--- config.mk ---
export PLATFORM = sky130hd
export DESIGN_NAME = prog_loader
export DESIGN_NICKNAME = d
export VERILOG_FILES = /design/src/rtl/prog_loader_pkg.sv /design/src/rtl/prog_loader_ld_csum.sv /design/src/rtl/prog_loader.sv
export SDC_FILE = /design/constraint.sdc
export NUM_CORES = 1
export LEC_CHECK = 0
export ABC_CLOCK_PERIOD_IN_PS = 5170
export BUFFER_PORTS_ARGS = -buffer_cell sky130_fd_sc_hd__buf_4
export CAP_MARGIN = 20
export CELL_PAD_IN_SITES_DETAIL_PLACEMENT = 0
export CELL_PAD_IN_SITES_GLOBAL_PLACEMENT = 1
export CORE_MARGIN = 2
export CORE_UTILIZATION = 48
export DETAILED_ROUTE_END_ITERATION = 6
export PLACE_DENSITY_LB_ADDON = 0.1
export SYNTH_ARGS = -nofsm -noshare
export SYNTH_HDL_FRONTEND = slang
export SYNTH_SLANG_ARGS = --single-unit
--- constraint.sdc ---
create_clock -name i_clk -period 5.17 [get_ports i_clk]
set_clock_uncertainty 0.1 [all_clocks]
set_input_delay 0.2585 -clock i_clk [delete_from_list [all_inputs] [get_ports i_clk]]
set_output_delay 0.2585 -clock i_clk [all_outputs]
set_load 0.005 [all_outputs]
--- src/rtl/prog_loader_pkg.sv ---
`default_nettype none
// prog_loader_pkg: loader state encoding, sizing constants and length check.
// Rev 1.0
package prog_loader_pkg;

    typedef enum logic [2:0] {
        LD_IDLE = 3'd0,
        LD_HI   = 3'd1,
        LD_LO   = 3'd2,
        LD_CSUM = 3'd3,
        LD_RUN  = 3'd4,
        LD_ERR  = 3'd5
    } ld_state_t;

    localparam int PM_DEPTH   = 32;
    localparam int LD_MAX_LEN = 32;
    localparam int LEN_W      = 6;

    function automatic logic len_ok(input logic [LEN_W-1:0] len);
        return (len != '0) && (int'(len) <= LD_MAX_LEN);
    endfunction

endpackage
`default_nettype wire

--- src/rtl/prog_loader_ld_csum.sv ---
`default_nettype none
// ld_csum: 8-bit wrapping additive checksum with clear, add-enable and compare.
// Rev 1.0
module ld_csum (
    input  logic       clk,
    input  logic       rst_n,
    input  logic       clr,
    input  logic       add_en,
    input  logic [7:0] data,
    input  logic [7:0] cmp,
    output logic       match
);

    logic [7:0] sum;

    always_ff @(posedge clk or negedge rst_n) begin
        if (!rst_n) begin
            sum <= 8'h00;
        end else if (clr) begin
            sum <= 8'h00;
        end else if (add_en) begin
            sum <= sum + data;
        end
    end

    assign match = (sum == cmp);

endmodule
`default_nettype wire

--- src/rtl/prog_loader.sv ---
`default_nettype none
// prog_loader: assembles a byte stream into program-memory words, verifies the
// checksum and releases the CPU only after a verified load. Rev 1.0
module prog_loader
    import prog_loader_pkg::*;
#(
    parameter int ADDR_W = 5,
    parameter int WORD_W = 16
) (
    input  logic              i_clk,
    input  logic              i_rst_n,
    input  logic              i_start,
    input  logic [5:0]        i_len,
    input  logic              i_valid,
    input  logic [7:0]        i_byte,
    output logic              o_ready,
    output logic              o_pm_we,
    output logic [ADDR_W-1:0] o_pm_addr,
    output logic [WORD_W-1:0] o_pm_data,
    output logic              o_cpu_rst,
    output logic              o_cpu_ce,
    output logic              o_busy,
    output logic              o_done,
    output logic              o_err
);

    ld_state_t         state;
    ld_state_t         state_nxt;
    logic [ADDR_W-1:0] cnt;
    logic [LEN_W-1:0]  len_q;
    logic [7:0]        hi_q;

    logic              loading;
    logic              byte_in;
    logic              start_ok;
    logic              last_word;
    logic              csum_match;
    logic              wr;
    logic              csum_add;
    logic              csum_hit;

    assign loading   = (state == LD_HI) || (state == LD_LO) || (state == LD_CSUM);
    assign byte_in   = i_valid && loading;
    assign start_ok  = len_ok(i_len);
    assign last_word = (LEN_W'(cnt) == (len_q - LEN_W'(1)));

    // A concurrent start discards the byte: no write, no sum update, no done.
    assign wr       = !i_start && byte_in && (state == LD_LO);
    assign csum_add = !i_start && byte_in && ((state == LD_HI) || (state == LD_LO));
    assign csum_hit = !i_start && byte_in && (state == LD_CSUM) && csum_match;

    ld_csum u_csum (
        .clk    (i_clk),
        .rst_n  (i_rst_n),
        .clr    (i_start && start_ok),
        .add_en (csum_add),
        .data   (i_byte),
        .cmp    (i_byte),
        .match  (csum_match)
    );

    always_ff @(posedge i_clk or negedge i_rst_n) begin
        if (!i_rst_n) begin
            state <= LD_IDLE;
        end else begin
            state <= state_nxt;
        end
    end

    always_comb begin
        state_nxt = state;
        if (i_start) begin
            state_nxt = start_ok ? LD_HI : LD_ERR;
        end else begin
            case (state)
                LD_HI:   if (byte_in) state_nxt = LD_LO;
                LD_LO:   if (byte_in) state_nxt = last_word ? LD_CSUM : LD_HI;
                LD_CSUM: if (byte_in) state_nxt = csum_match ? LD_RUN : LD_ERR;
                default: state_nxt = state;
            endcase
        end
    end

    always_ff @(posedge i_clk or negedge i_rst_n) begin
        if (!i_rst_n) begin
            cnt   <= '0;
            len_q <= '0;
            hi_q  <= 8'h00;
        end else if (i_start) begin
            if (start_ok) begin
                cnt   <= '0;
                len_q <= i_len;
            end
        end else if (byte_in) begin
            if (state == LD_HI) begin
                hi_q <= i_byte;
            end
            // Counter stops on the last word so it can never wrap past 31.
            if ((state == LD_LO) && !last_word) begin
                cnt <= cnt + ADDR_W'(1);
            end
        end
    end

    always_ff @(posedge i_clk or negedge i_rst_n) begin
        if (!i_rst_n) begin
            o_ready   <= 1'b0;
            o_busy    <= 1'b0;
            o_cpu_rst <= 1'b1;
            o_cpu_ce  <= 1'b0;
            o_err     <= 1'b0;
            o_done    <= 1'b0;
            o_pm_we   <= 1'b0;
            o_pm_addr <= '0;
            o_pm_data <= '0;
        end else begin
            o_ready   <= (state_nxt == LD_HI) || (state_nxt == LD_LO) || (state_nxt == LD_CSUM);
            o_busy    <= (state_nxt == LD_HI) || (state_nxt == LD_LO) || (state_nxt == LD_CSUM);
            o_cpu_rst <= (state_nxt != LD_RUN);
            o_cpu_ce  <= (state_nxt == LD_RUN);
            o_err     <= (state_nxt == LD_ERR);
            o_done    <= csum_hit;
            o_pm_we   <= wr;
            if (wr) begin
                o_pm_addr <= cnt;
                o_pm_data <= WORD_W'({hi_q, i_byte});
            end
        end
    end

endmodule
`default_nettype wire

==> metrics.md, run 1 <==
| Metric | Value |
|---|---|
| Number of global-route vias before repair | ~1.8k |
| CTS Root Cell | clkbuf_8 |
| Internal reg-to-reg setup slack | approximately 3.1 ns |
| VDD IR-drop max | ~0.22 mV |
| Drt via density | around 5.4 |
| Register area share after synthesis | between 50% and 60% |
| Antenna diode count | 0 |
| Initial antenna violation count | 0 |
| RSZ-0062 raised after global routing | false |
| Area Overhead vs Synth | 21.79% |
| Required time of the critical path | approximately 5.3 ns |
| Yosys top cell by area | dfrtp_1 |
| Fraction of layout cells with a size suffix above 1 | approximately 36% |
| Min Tclk post-route | 2.080 ns |
| Post-synth EDFFs | 0 |
| Grt ovf | 0 |
| CTS Buf Count | 9 |
| Critical hold path startpoint | i_len[1] |
| Core ar. | ~0.0055 sq mm |
| Worst min path class | input pin to flop |
| Worst skew pair latency | 0.34 ns |
| Post-synth top cells | dfrtp_1 (56), mux2_2 (29), o21ai_0 (12), nand3_1 (11), xor2_1 (10) |
| Die Y-Extent | 79.78 microns |
| Setup Buffers After CTS | 0 |
| Total detailed-routing wirelength | just over 5 mm |
| Routability cong. | 0.7767 |
| Antenna Nets Post-Route | 0 |
| Die extent in x | ~80 microns |
| Share of the synthesized area in the top cell type | approximately half |
| Filler instances | 480 |
| I/O pin total | 46 |
| # clock sinks | 57 |
| Post-synthesis cell type count | 50 |
| Sequential Area | ~0.0014 sq mm |
| Final setup margin | just over 3 ns |
| LEAKAGE | between 1.5 and 2 nW |
| Busiest grt layer | met2 |
| Largest net degree at the start of global routing | a little under 60 |
| RR Endpoint | u_csum.sum[7] |
| Top FF cell, synth | dfrtp_1 |
| Die ar. | 0.006365 sq mm |
| WHS Endpoint | len_q[1] |
| Final instance area | roughly 0.0034 sq mm |
| Syn avg cell area | roughly 12 sq um |
| # setup viols final | 0 |
| DRT iter0 DRCs | 90 |
| Fin. max-slew vios | 0 |
| Placed Instance Area | about 0.0032 sq mm |
| Post-CTS sizing | 0 |
| Met2 usage | a little over 30% |
| Clk buf depth | 2 |
| Relative slew margins | between 30% and 40% |
| Syn Inst Count | 227 |
| Max Freq | just under 500 MHz |
| Pre-CTS setup slack | approximately 3.0 ns |
| Status | finished, final reports clean |
| Crit path launch type | flop |
| Area of the multi-input gates | 0.001251 sq mm |
| Syn Nets | 255 |
| GRT Resource Usage Total | a little under a fifth |
| Cell Pwr Density | 341.3 mW/mm^2 |
| Mapped Area | around 0.0028 sq mm |
| Max Cap Viol | 0 |
| Reg2Reg Depth | 7 |
| Vias | ~1.9k |
| H-Tree Depth | 3 |
| Cell with the most instances after synthesis | dfrtp_1 |
| FFs w/ async S/R, synth | 100.0% |
| Final hold vios | 0 |
| Clock Pin Slew Worst Setup and Hold Paths | roughly 0.060 ns |
| Avg WL per Cell | roughly 14 microns |
| Starting Density | around 50% |
| Ranking of synthesized cells by area | dfrtp_1 (51%), mux2_2 (12%), ha_1 (4.1%) |
| TritonCTS clock tree | yes |
| CP Capture Type | flop |
| WHS Path Cells | 2 |
| Final nets | approximately 310 |
| Final Cycle Share | 40.24% |
| Reg-to-reg startpoint | u_csum.sum[1] |
| Signal arrival time at the worst endpoint | between 2 and 2.5 ns |
| Hpwl dp | ~3.5 mm |
| I/O Buffers | 45 |
| TNS Setup | 0 ns |
| CP Class | flop to flop |
| #FFs+latches synth | 57 |
| CP Max Fanout | 3 |
| Routing usage on met1 | between 20% and 30% |
| Synth warn | 0 |
| Row count | 27 |
| Detailed Routing Iterations Pass 1 | 4 |
| First-pass GRT wire length | between 8 and 9 mm |
| Post-route DRC | 0 |
| Worst-Margin Slew | between 0.9 and 1 ns |
| Met3 usage | approximately 7.2% |
[per-stage QoR]
step / hold WS [ns] / util (%) / std cells / power, mW
floorplan: -0.1371 / - / 227 / 0.6690
global placement: 0.2647 / 56.89 / 338 / 0.7394
detailed placement: 0.2640 / 56.89 / 338 / 0.7435
CTS: 0.02961 / 60.59 / 354 / 1.163
global route: 0.04033 / 60.59 / 354 / 1.217
finish: 0.04439 / 60.59 / 354 / 1.146
[cells by family after synthesis]
kind of cell,synth area share (%)
adder cells (fa/ha/maj),4.812
AO/OA/AOI/OAI,11.76
flip-flops,51.79
AND/OR/NAND/NOR,10.53
buffers and inverters,3.132
multiplexers,13.84
XOR/XNOR,4.131
[cell usage in the layout (no fill, tap or decap), types with 4 or more instances in the layout]
cell / n
nor2_1: 7
o21ai_0: 12
a21oi_1: 8
nand2b_1: 4
mux2_2: 29
mux2_1: 4
inv_1: 9
xor2_1: 10
nor3_1: 4
nand2_1: 5
nand3_1: 11
dfrtp_1: 56
clkbuf_8: 11
ha_1: 9
o21ai_1: 6
buf_4: 46
[critical path, cell delays in order, from the launching register on]
cell and delay [ns]:
dfrtp_1 0.40, ha_1 0.31, a211oi_1 0.32, o21ai_0 0.14, a31oi_1 0.25, xor2_1 0.13
o211ai_1 0.17, o31ai_1 0.10
[per-layer routing]
layer | vias up | share of wire (%)
met5 | - | 0
met4 | 0 | 1.2
met3 | 7 | 4.3
met2 | 30 | 51
met1 | 936 | 44
li1 | 922 | -
[cell type report]
type                       count  area share, %
timing repair buffer          47          10.59
clock buffer                  12          4.622
clock inverter                 3          1.193
multi-input combinational    153          37.27
sequential                    57          42.53
inverter                      10          1.118
tap                           72          2.684
[sequential cells by signal (all words and copies together), names as in the netlist]
| register | count |
|---|---|
| o_cpu_rst | 1 |
| o_err | 1 |
| hi_q | 8 |
| u_csum.sum | 8 |
| o_pm_addr | 5 |
| o_pm_data | 16 |
| o_cpu_ce | 1 |
| o_busy | 1 |
| o_pm_we | 1 |
| len_q | 6 |
| cnt | 5 |
| state | 3 |
| o_done | 1 |
[power breakdown]
part	internal, mW	total, mW	switching [mW]
Sequential	0.499	0.533	0.0340
Clock	0.244	0.413	0.168
Combinational	0.105	0.200	0.0942
[worst max-delay path by stage]
| stage | from | to | slack, ns |
|---|---|---|---|
| after global routing | u_csum.sum[5] | o_cpu_rst | 2.91 |
| after detailed placement | i_len[3] | len_q[3] | 3.02 |
| after global placement | i_len[3] | len_q[4] | 3.03 |
| after CTS | u_csum.sum[5] | o_cpu_rst | 3.07 |
| after floorplan | u_csum.sum[5] | o_cpu_rst | 3.27 |
| final | u_csum.sum[1] | u_csum.sum[7] | 3.09 |
[repair_timing]
action	4_1_cts	5_1_grt
setup endpoints to repair	0	0
hold buffers	1	0
endpoints found under the hold margin	56	0
No activity file was read; power rests on OpenSTA's default activity.
==> inputs of run 2 (changes only) <==
--- a/config.mk
+++ b/config.mk
@@ -5,13 +5,14 @@
 export SDC_FILE = /design/constraint.sdc
 export NUM_CORES = 1
 export LEC_CHECK = 0
-export ABC_CLOCK_PERIOD_IN_PS = 5170
+export ABC_AREA = 1
+export ABC_CLOCK_PERIOD_IN_PS = 1900
 export BUFFER_PORTS_ARGS = -buffer_cell sky130_fd_sc_hd__buf_4
 export CAP_MARGIN = 20
 export CELL_PAD_IN_SITES_DETAIL_PLACEMENT = 0
 export CELL_PAD_IN_SITES_GLOBAL_PLACEMENT = 1
 export CORE_MARGIN = 2
-export CORE_UTILIZATION = 48
+export CORE_UTILIZATION = 37
 export DETAILED_ROUTE_END_ITERATION = 6
 export PLACE_DENSITY_LB_ADDON = 0.1
 export SYNTH_ARGS = -nofsm -noshare
==> constraint.sdc (replaced) <==
create_clock -name i_clk -period 1.9 [get_ports i_clk]
set_clock_uncertainty 0.1 [all_clocks]
set_input_delay 0.095 -clock i_clk [delete_from_list [all_inputs] [get_ports i_clk]]
set_output_delay 0.095 -clock i_clk [all_outputs]
set_load 0.005 [all_outputs]
==> metrics.md, run 2 <==
| Metric | Value |
|---|---|
| CP Capture Type | flop |
| Most frequent cells in the layout | nand2_1 (113), dfrtp_1 (56), buf_4 (53) |
| Worst-Margin Slew | between 0.7 and 0.8 ns |
| TNS Setup | 0 ns |
| Area Overhead vs Synth | 33.17% |
| Max FFs per register | 16 |
| CP Class | flop to flop |
| Largest net degree at the start of global routing | 58 |
| Grt ovf | 0 |
| First-pass GRT wire length | about 11 mm |
| Setup Buffers After CTS | 0 |
| CP Launch Point | u_csum.sum[0] |
| Most flop-heavy register | o_pm_data |
| Crit path launch type | flop |
| Die ar. | roughly 0.0085 sq mm |
| Clk buf depth | 2 |
| I/O Buffers | 45 |
| Register area share after synthesis | about half |
| TritonCTS clock tree | yes |
| Vias | roughly 2.4k |
| Post-synth top cells | nand2_1 (115), dfrtp_1 (56), inv_1 (43), o21ai_1 (28), nand3_1 (20) |
| Crit path max-delay family | adder cells |
| Area of the multi-input gates | 0.001365 sq mm |
| Cell Pwr Density | a little over 800 mW/mm^2 |
| Crit-path cells | ha_4 -> inv_2 -> fa_2 -> inv_2 -> a21oi_2 -> o21ai_2 -> nand2_1 -> nand2_1 -> a21oi_2 -> nand2_1 -> nand2_1 -> o21ai_1 |
| Reg2Reg Depth | 12 |
| Critical-path cell with the highest stage delay | dfrtp_1 |
| GRT Resource Usage Total | ~16% |
| CTS Buf Count | 9 |
| Sequential Area | 0.001428 sq mm |
| Post-synthesis cell type count | 34 |
| RSZ-0062 raised after global routing | true |
| Row count | 32 |
| Clock Pin Slew Worst Setup and Hold Paths | around 0.07 ns |
| Yosys top cell by area | dfrtp_1 |
| WHS Path Cells | 4 |
| Status | finished, final reports clean |
| Syn Nets | 381 |
| Relative slew margins | about half |
| Most common cell after layout, fill and taps aside | nand2_1 |
| Number of global-route vias before repair | 2278 |
| Antenna diode count | 0 |
| # setup viols final | 0 |
| Total detailed-routing wirelength | 6.424 mm |
| Mapped Area | approximately 0.0029 sq mm |
| Min Tclk post-route | approximately 1.8 ns |
| Worst min path class | input pin to flop |
| H-Tree Depth | 3 |
| Final Cycle Share | about 96% |
| Levels on crit path | 12 |
| Die Y-Extent | ~92 microns |
| Die extent in x | about 90 microns |
| Syn avg cell area | ~8 sq um |
| Core ar. | approximately 0.0076 sq mm |
| FFs w/ async S/R, synth | 100.0% |
| Starting Density | 37.73% |
| # clock sinks | 57 |
| RR Endpoint | u_csum.sum[6] |
| Ranking of synthesized cells by area | dfrtp_1 (49%), nand2_1 (15%), inv_1 (5.6%) |
| Syn Inst Count | roughly 350 |
| #FFs+latches synth | 57 |
| Detailed Routing Iterations Pass 1 | 4 |
| Max Freq | between 500 and 600 MHz |
| Synth warn | 0 |
| CTS Root Cell | clkbuf_8 |
| Critical Path Most Common Cell | nand2_1 |
| Fraction of layout cells with a size suffix above 1 | between 20% and 30% |
| Largest regs | o_pm_data: 16 flops, hi_q: 8 flops, u_csum.sum: 8 flops |
| Hpwl dp | roughly 4.4 mm |
| VDD IR-drop max | 0.4397 mV |
| Final hold vios | 0 |
| Top FF cell, synth | dfrtp_1 |
| CP endpoint | u_csum.sum[6] |
| Final nets | 454 |
| Fin. max-slew vios | 0 |
| Routability cong. | about 0.78 |
| CP peak stage delay | 0.39 ns |
| Antenna Nets Post-Route | 0 |
| Filler instances | 799 |
| Post-route DRC | 0 |
| Initial antenna violation count | 0 |
| Required time of the critical path | just over 2 ns |
| Worst skew pair latency | roughly 0.34 ns |
| LEAKAGE | ~2 nW |
| Drt via density | 4.511 |
| DRT iter0 DRCs | 66 |
| Post-synth EDFFs | 0 |
| Signal arrival time at the worst endpoint | around 2.0 ns |
| Cell with the most instances after synthesis | nand2_1 |
| Max Cap Viol | 0 |
| Post-layout util | around half |
| Internal reg-to-reg setup slack | roughly 0.067 ns |
| Crit path buffers/inverters | 2 |
| CP Max Fanout | 2 |
| Share of the synthesized area in the top cell type | ~49% |
| Reg-to-reg startpoint | u_csum.sum[0] |
| I/O pin total | 46 |
| Avg WL per Cell | between 10 and 15 microns |
run 2: worst min-delay path: stages:
cell	delay, ns
buf_4	0.10
ha_4	0.13
nand2_1	0.05
nand2_1	0.06
run 2: how the worst min path moves through the flow:
stage,from,to,slack [ns]
6_report,i_byte[0],u_csum.sum[0],0.04
5_1_grt,i_byte[0],u_csum.sum[0],0.01
4_1_cts,i_byte[0],u_csum.sum[0],0.03
3_5_place_dp,i_rst_n,o_pm_we,0.11
3_3_place_gp,i_rst_n,o_pm_we,0.11
2_1_floorplan,i_rst_n,cnt[0],-0.30
run 2: area by class of cell:
cell class                      instances  share of cell area (%)
Inverter                               49                   4.812
Sequential cell                        57                   37.35
Clock buffer                           10                   3.601
Multi-Input combinational cell        241                   35.71
Timing Repair Buffer                   68                   14.34
Tap cell                              102                   3.339
Clock inverter                          5                  0.8511
run 2: per-layer routing:
metal	routed length, microns	track usage [%]	up-vias
met2	2791	23.04	45
met4	78	5.846	0
met5	0	0	-
li1	-	-	1266
met3	270	4.930	7
met1	3282	23.46	1082
run 2: timing repair:
action / in CTS / in global routing
hold buffers: 15 / 0
setup endpoints to repair: 1 / 11
pin swaps: 0 / 10
resized for setup: 1 / 28
hold endpoints to repair: 78 / 0
run 2: cell families (layout without fill, tap and decap cells):
| group | Yosys count | after routing | synth area share (%) |
|---|---|---|---|
| compound gates | 53 | 53 | 9.809 |
| xor+xnor | 4 | 4 | 1.221 |
| fa+ha+maj | 10 | 10 | 4.621 |
| buf+inv | 55 | 132 | 7.541 |
| flops | 57 | 57 | 49.74 |
| simple gates | 174 | 174 | 27.07 |
run 2: power breakdown:
part           switching, mW  total (mW)  internal [mW]
Sequential            0.0923        1.45           1.35
Clock                  0.509        1.00          0.496
Combinational          0.335       0.625          0.290
Total                  0.936        3.07           2.14
run 2: stage by stage:
step                      area [sq um]  cells  hold WS (ns)  total power [mW]  setup slack (ns)
final                             3822    532       0.03763             3.075           0.06718
after global routing              3822    532       0.01375             3.284          -0.06096
after CTS                         3684    532       0.02734             3.055          0.007452
after detailed placement          3363    502        0.1125             2.016          -0.03070
after global placement            3363    502        0.1137             2.008           0.04099
after floorplan                   2870    353       -0.3006             1.804            0.1465
==> inputs of run 3 (changes only) <==
--- a/config.mk
+++ b/config.mk
@@ -5,14 +5,13 @@
 export SDC_FILE = /design/constraint.sdc
 export NUM_CORES = 1
 export LEC_CHECK = 0
-export ABC_AREA = 1
 export ABC_CLOCK_PERIOD_IN_PS = 1900
 export BUFFER_PORTS_ARGS = -buffer_cell sky130_fd_sc_hd__buf_4
 export CAP_MARGIN = 20
 export CELL_PAD_IN_SITES_DETAIL_PLACEMENT = 0
 export CELL_PAD_IN_SITES_GLOBAL_PLACEMENT = 1
 export CORE_MARGIN = 2
-export CORE_UTILIZATION = 37
+export CORE_UTILIZATION = 40
 export DETAILED_ROUTE_END_ITERATION = 6
 export PLACE_DENSITY_LB_ADDON = 0.1
 export SYNTH_ARGS = -nofsm -noshare
==> metrics.md, run 3 (synthesis gave the netlist of run 1 again) <==
| Metric | Value |
|---|---|
| Status | finished, final reports clean |
| # clock sinks | 57 |
| Final nets | between 300 and 400 |
| Hpwl dp | ~3.9 mm |
| Crit path launch type | input pin |
| Final hold vios | 0 |
| Largest net degree at the start of global routing | between 50 and 60 |
| First-pass GRT wire length | about 9.4 mm |
| Signal arrival time at the worst endpoint | 2.04 ns |
| VDD IR-drop max | between 0.4 and 0.5 mV |
| Vias | 2006 |
| Max Freq | between 500 and 600 MHz |
| Final Cycle Share | a little over nine tenths |
| TritonCTS clock tree | yes |
| H-Tree Depth | 3 |
| I/O Buffers | between 40 and 50 |
| CP Class | input pin to flop |
| RSZ-0062 raised after global routing | true |
| Most frequent cells in the layout | buf_4 (60), dfrtp_1 (54), mux2_2 (29) |
| Antenna Nets Post-Route | 0 |
| Filler instances | 606 |
| Post-Layout Cell Count | around 390 |
| Critical Path Most Common Cell | and3_4 |
| Die extent in x | about 87 microns |
| Min Tclk post-route | ~1.9 ns |
| Detailed Routing Iterations Pass 1 | 4 |
| # setup viols final | 0 |
| Max Cap Viol | 0 |
| Total power | roughly 3.2 mW |
| CP peak stage delay | 0.53 ns |
| CTS Buf Count | 9 |
| Relative slew margins | around half |
| Number of global-route vias before repair | ~1.9k |
| CP Capture Type | flop |
| Most flop-heavy register | o_pm_data |
| Die Y-Extent | ~87 microns |
| Core ar. | between 0.006 and 0.007 sq mm |
| Required time of the critical path | 2.08 ns |
| I/O pin total | between 40 and 50 |
| Worst min path class | input pin to flop |
| GRT Resource Usage Total | 16.24% |
| Max FFs per register | 16 |
| Grt ovf | 0 |
| Area Overhead vs Synth | 38.08% |
| Row count | 30 |
| Dpl cells | between 300 and 400 |
| Avg WL per Cell | about 14 microns |
| Drt via density | between 5 and 6 |
| LEAKAGE | around 1.7 nW |
| Die ar. | 0.007571 sq mm |
| Clock Pin Slew Worst Setup and Hold Paths | around 0.06 ns |
| Worst-Margin Slew | between 0.7 and 0.8 ns |
| Routability cong. | slightly below 0.8 |
| Total detailed-routing wirelength | about 5.6 mm |
| Cell Pwr Density | ~840 mW/mm^2 |
| Area of the multi-input gates | 0.001435 sq mm |
| Antenna diode count | 0 |
| Pre-CTS setup slack | -0.1028 ns |
| Critical-path cell with the highest stage delay | dlygate4sd3_1 |
| Post-route DRC | 0 |
| DRT iter0 DRCs | between 100 and 150 |
| Final setup margin | ~0.03 ns |
| Sequential Area | around 0.0014 sq mm |
| Final hold slack | 0.1209 ns |
| Starting Density | 41.02% |
| Crit-path cells | dlygate4sd3_1 -> buf_4 -> ha_4 -> nor4b_2 -> and3_4 -> nor3_2 -> a211oi_2 -> and3_4 -> inv_2 |
| Fraction of layout cells with a size suffix above 1 | a little under half |
| Most common cell after layout, fill and taps aside | buf_4 |
| Largest regs | o_pm_data: 16 flops, hi_q: 8 flops, u_csum.sum: 8 flops |
| CTS Root Cell | clkbuf_8 |
| Fin. max-slew vios | 0 |
| Initial antenna violation count | 0 |
| Worst skew pair latency | 0.34 ns |
| CP Max Fanout | 3 |
| Clk buf depth | 2 |
==> run 3: changes by cell type in the layout (fill, tap and decap cells not counted), sizes merged, moves of 4 or more <==
cell and change:
nand2b +4, mux2 +33, nor2 -15, buf +9, nand2 -115, o21ai -20, nand3 -8, xor2 +8
o31ai +4, inv -37
==> run 3: per-layer routing <==
layer  vias to the layer above  wire length (microns)  global-route usage (%)
li1                        977                      -                       -
met5                         -                      0                       0
met4                         0                    161                   8.807
met2                        34                   2588                   24.71
met3                        15                    177                   4.171
met1                       980                   2652                   21.16
==> run 3: path summary, 6_finish.rpt <==
kind                                     from        end  slack [ns]  depth (start not counted)
worst max-delay path                i_byte[6]  o_cpu_rst        0.03                          9
worst min-delay path                  i_valid   state[2]        0.12                          3
worst max register to register  u_csum.sum[5]  o_cpu_rst        0.05                          7
worst min register to register        hi_q[1]    hi_q[1]        0.39                          2
max in group asynchronous             i_rst_n   len_q[0]        0.91                          2
min in group asynchronous             i_rst_n    hi_q[5]        0.24                          2
==> run 3: cell type report <==
type	instances	area share, %
Inverter	10	0.9862
Timing Repair Buffer	78	16.63
Tap cell	80	2.630
Sequential cell	57	37.57
Multi-Input combinational cell	153	37.71
Clock buffer	9	3.254
Clock inverter	7	1.216
==> run 3: timing repair <==
item / 4_1_cts / 5_1_grt
resized for setup: 11 / 25
pin swaps: 7 / 16
hold endpoints to repair: 80 / 0
hold buffers: 16 / 0
endpoints found under the setup margin: 7 / 15
setup buffers: 0 / 3
==> run 3: critical path: cells and delay by family <==
family / cells / cell delay (ns)
AO/OA/AOI/OAI: 1 / 0.24
adder cells (fa/ha/maj): 1 / 0.24
buffers and inverters: 3 / 0.71
AND/OR/NAND/NOR: 4 / 0.75
==> run 3: report_power, final <==
| part | switching [mW] | internal [mW] |
|---|---|---|
| Combinational | 0.318 | 0.429 |
| Clock | 0.520 | 0.468 |
| Sequential | 0.106 | 1.36 |
| Total | 0.944 | 2.26 |
==> run 3: per-stage QoR <==
| step | instance area, sq um | TNS (ns) | util [%] |
|---|---|---|---|
| global route | 3806 | -0.1710 | 56.65 |
| global placement | 3274 | -0.2259 | 48.73 |
| detailed placement | 3274 | -0.4097 | 48.73 |
| CTS | 3661 | 0 | 54.49 |
| floorplan | 2756 | 0 | - |
| finish | 3806 | 0 | 56.65 |
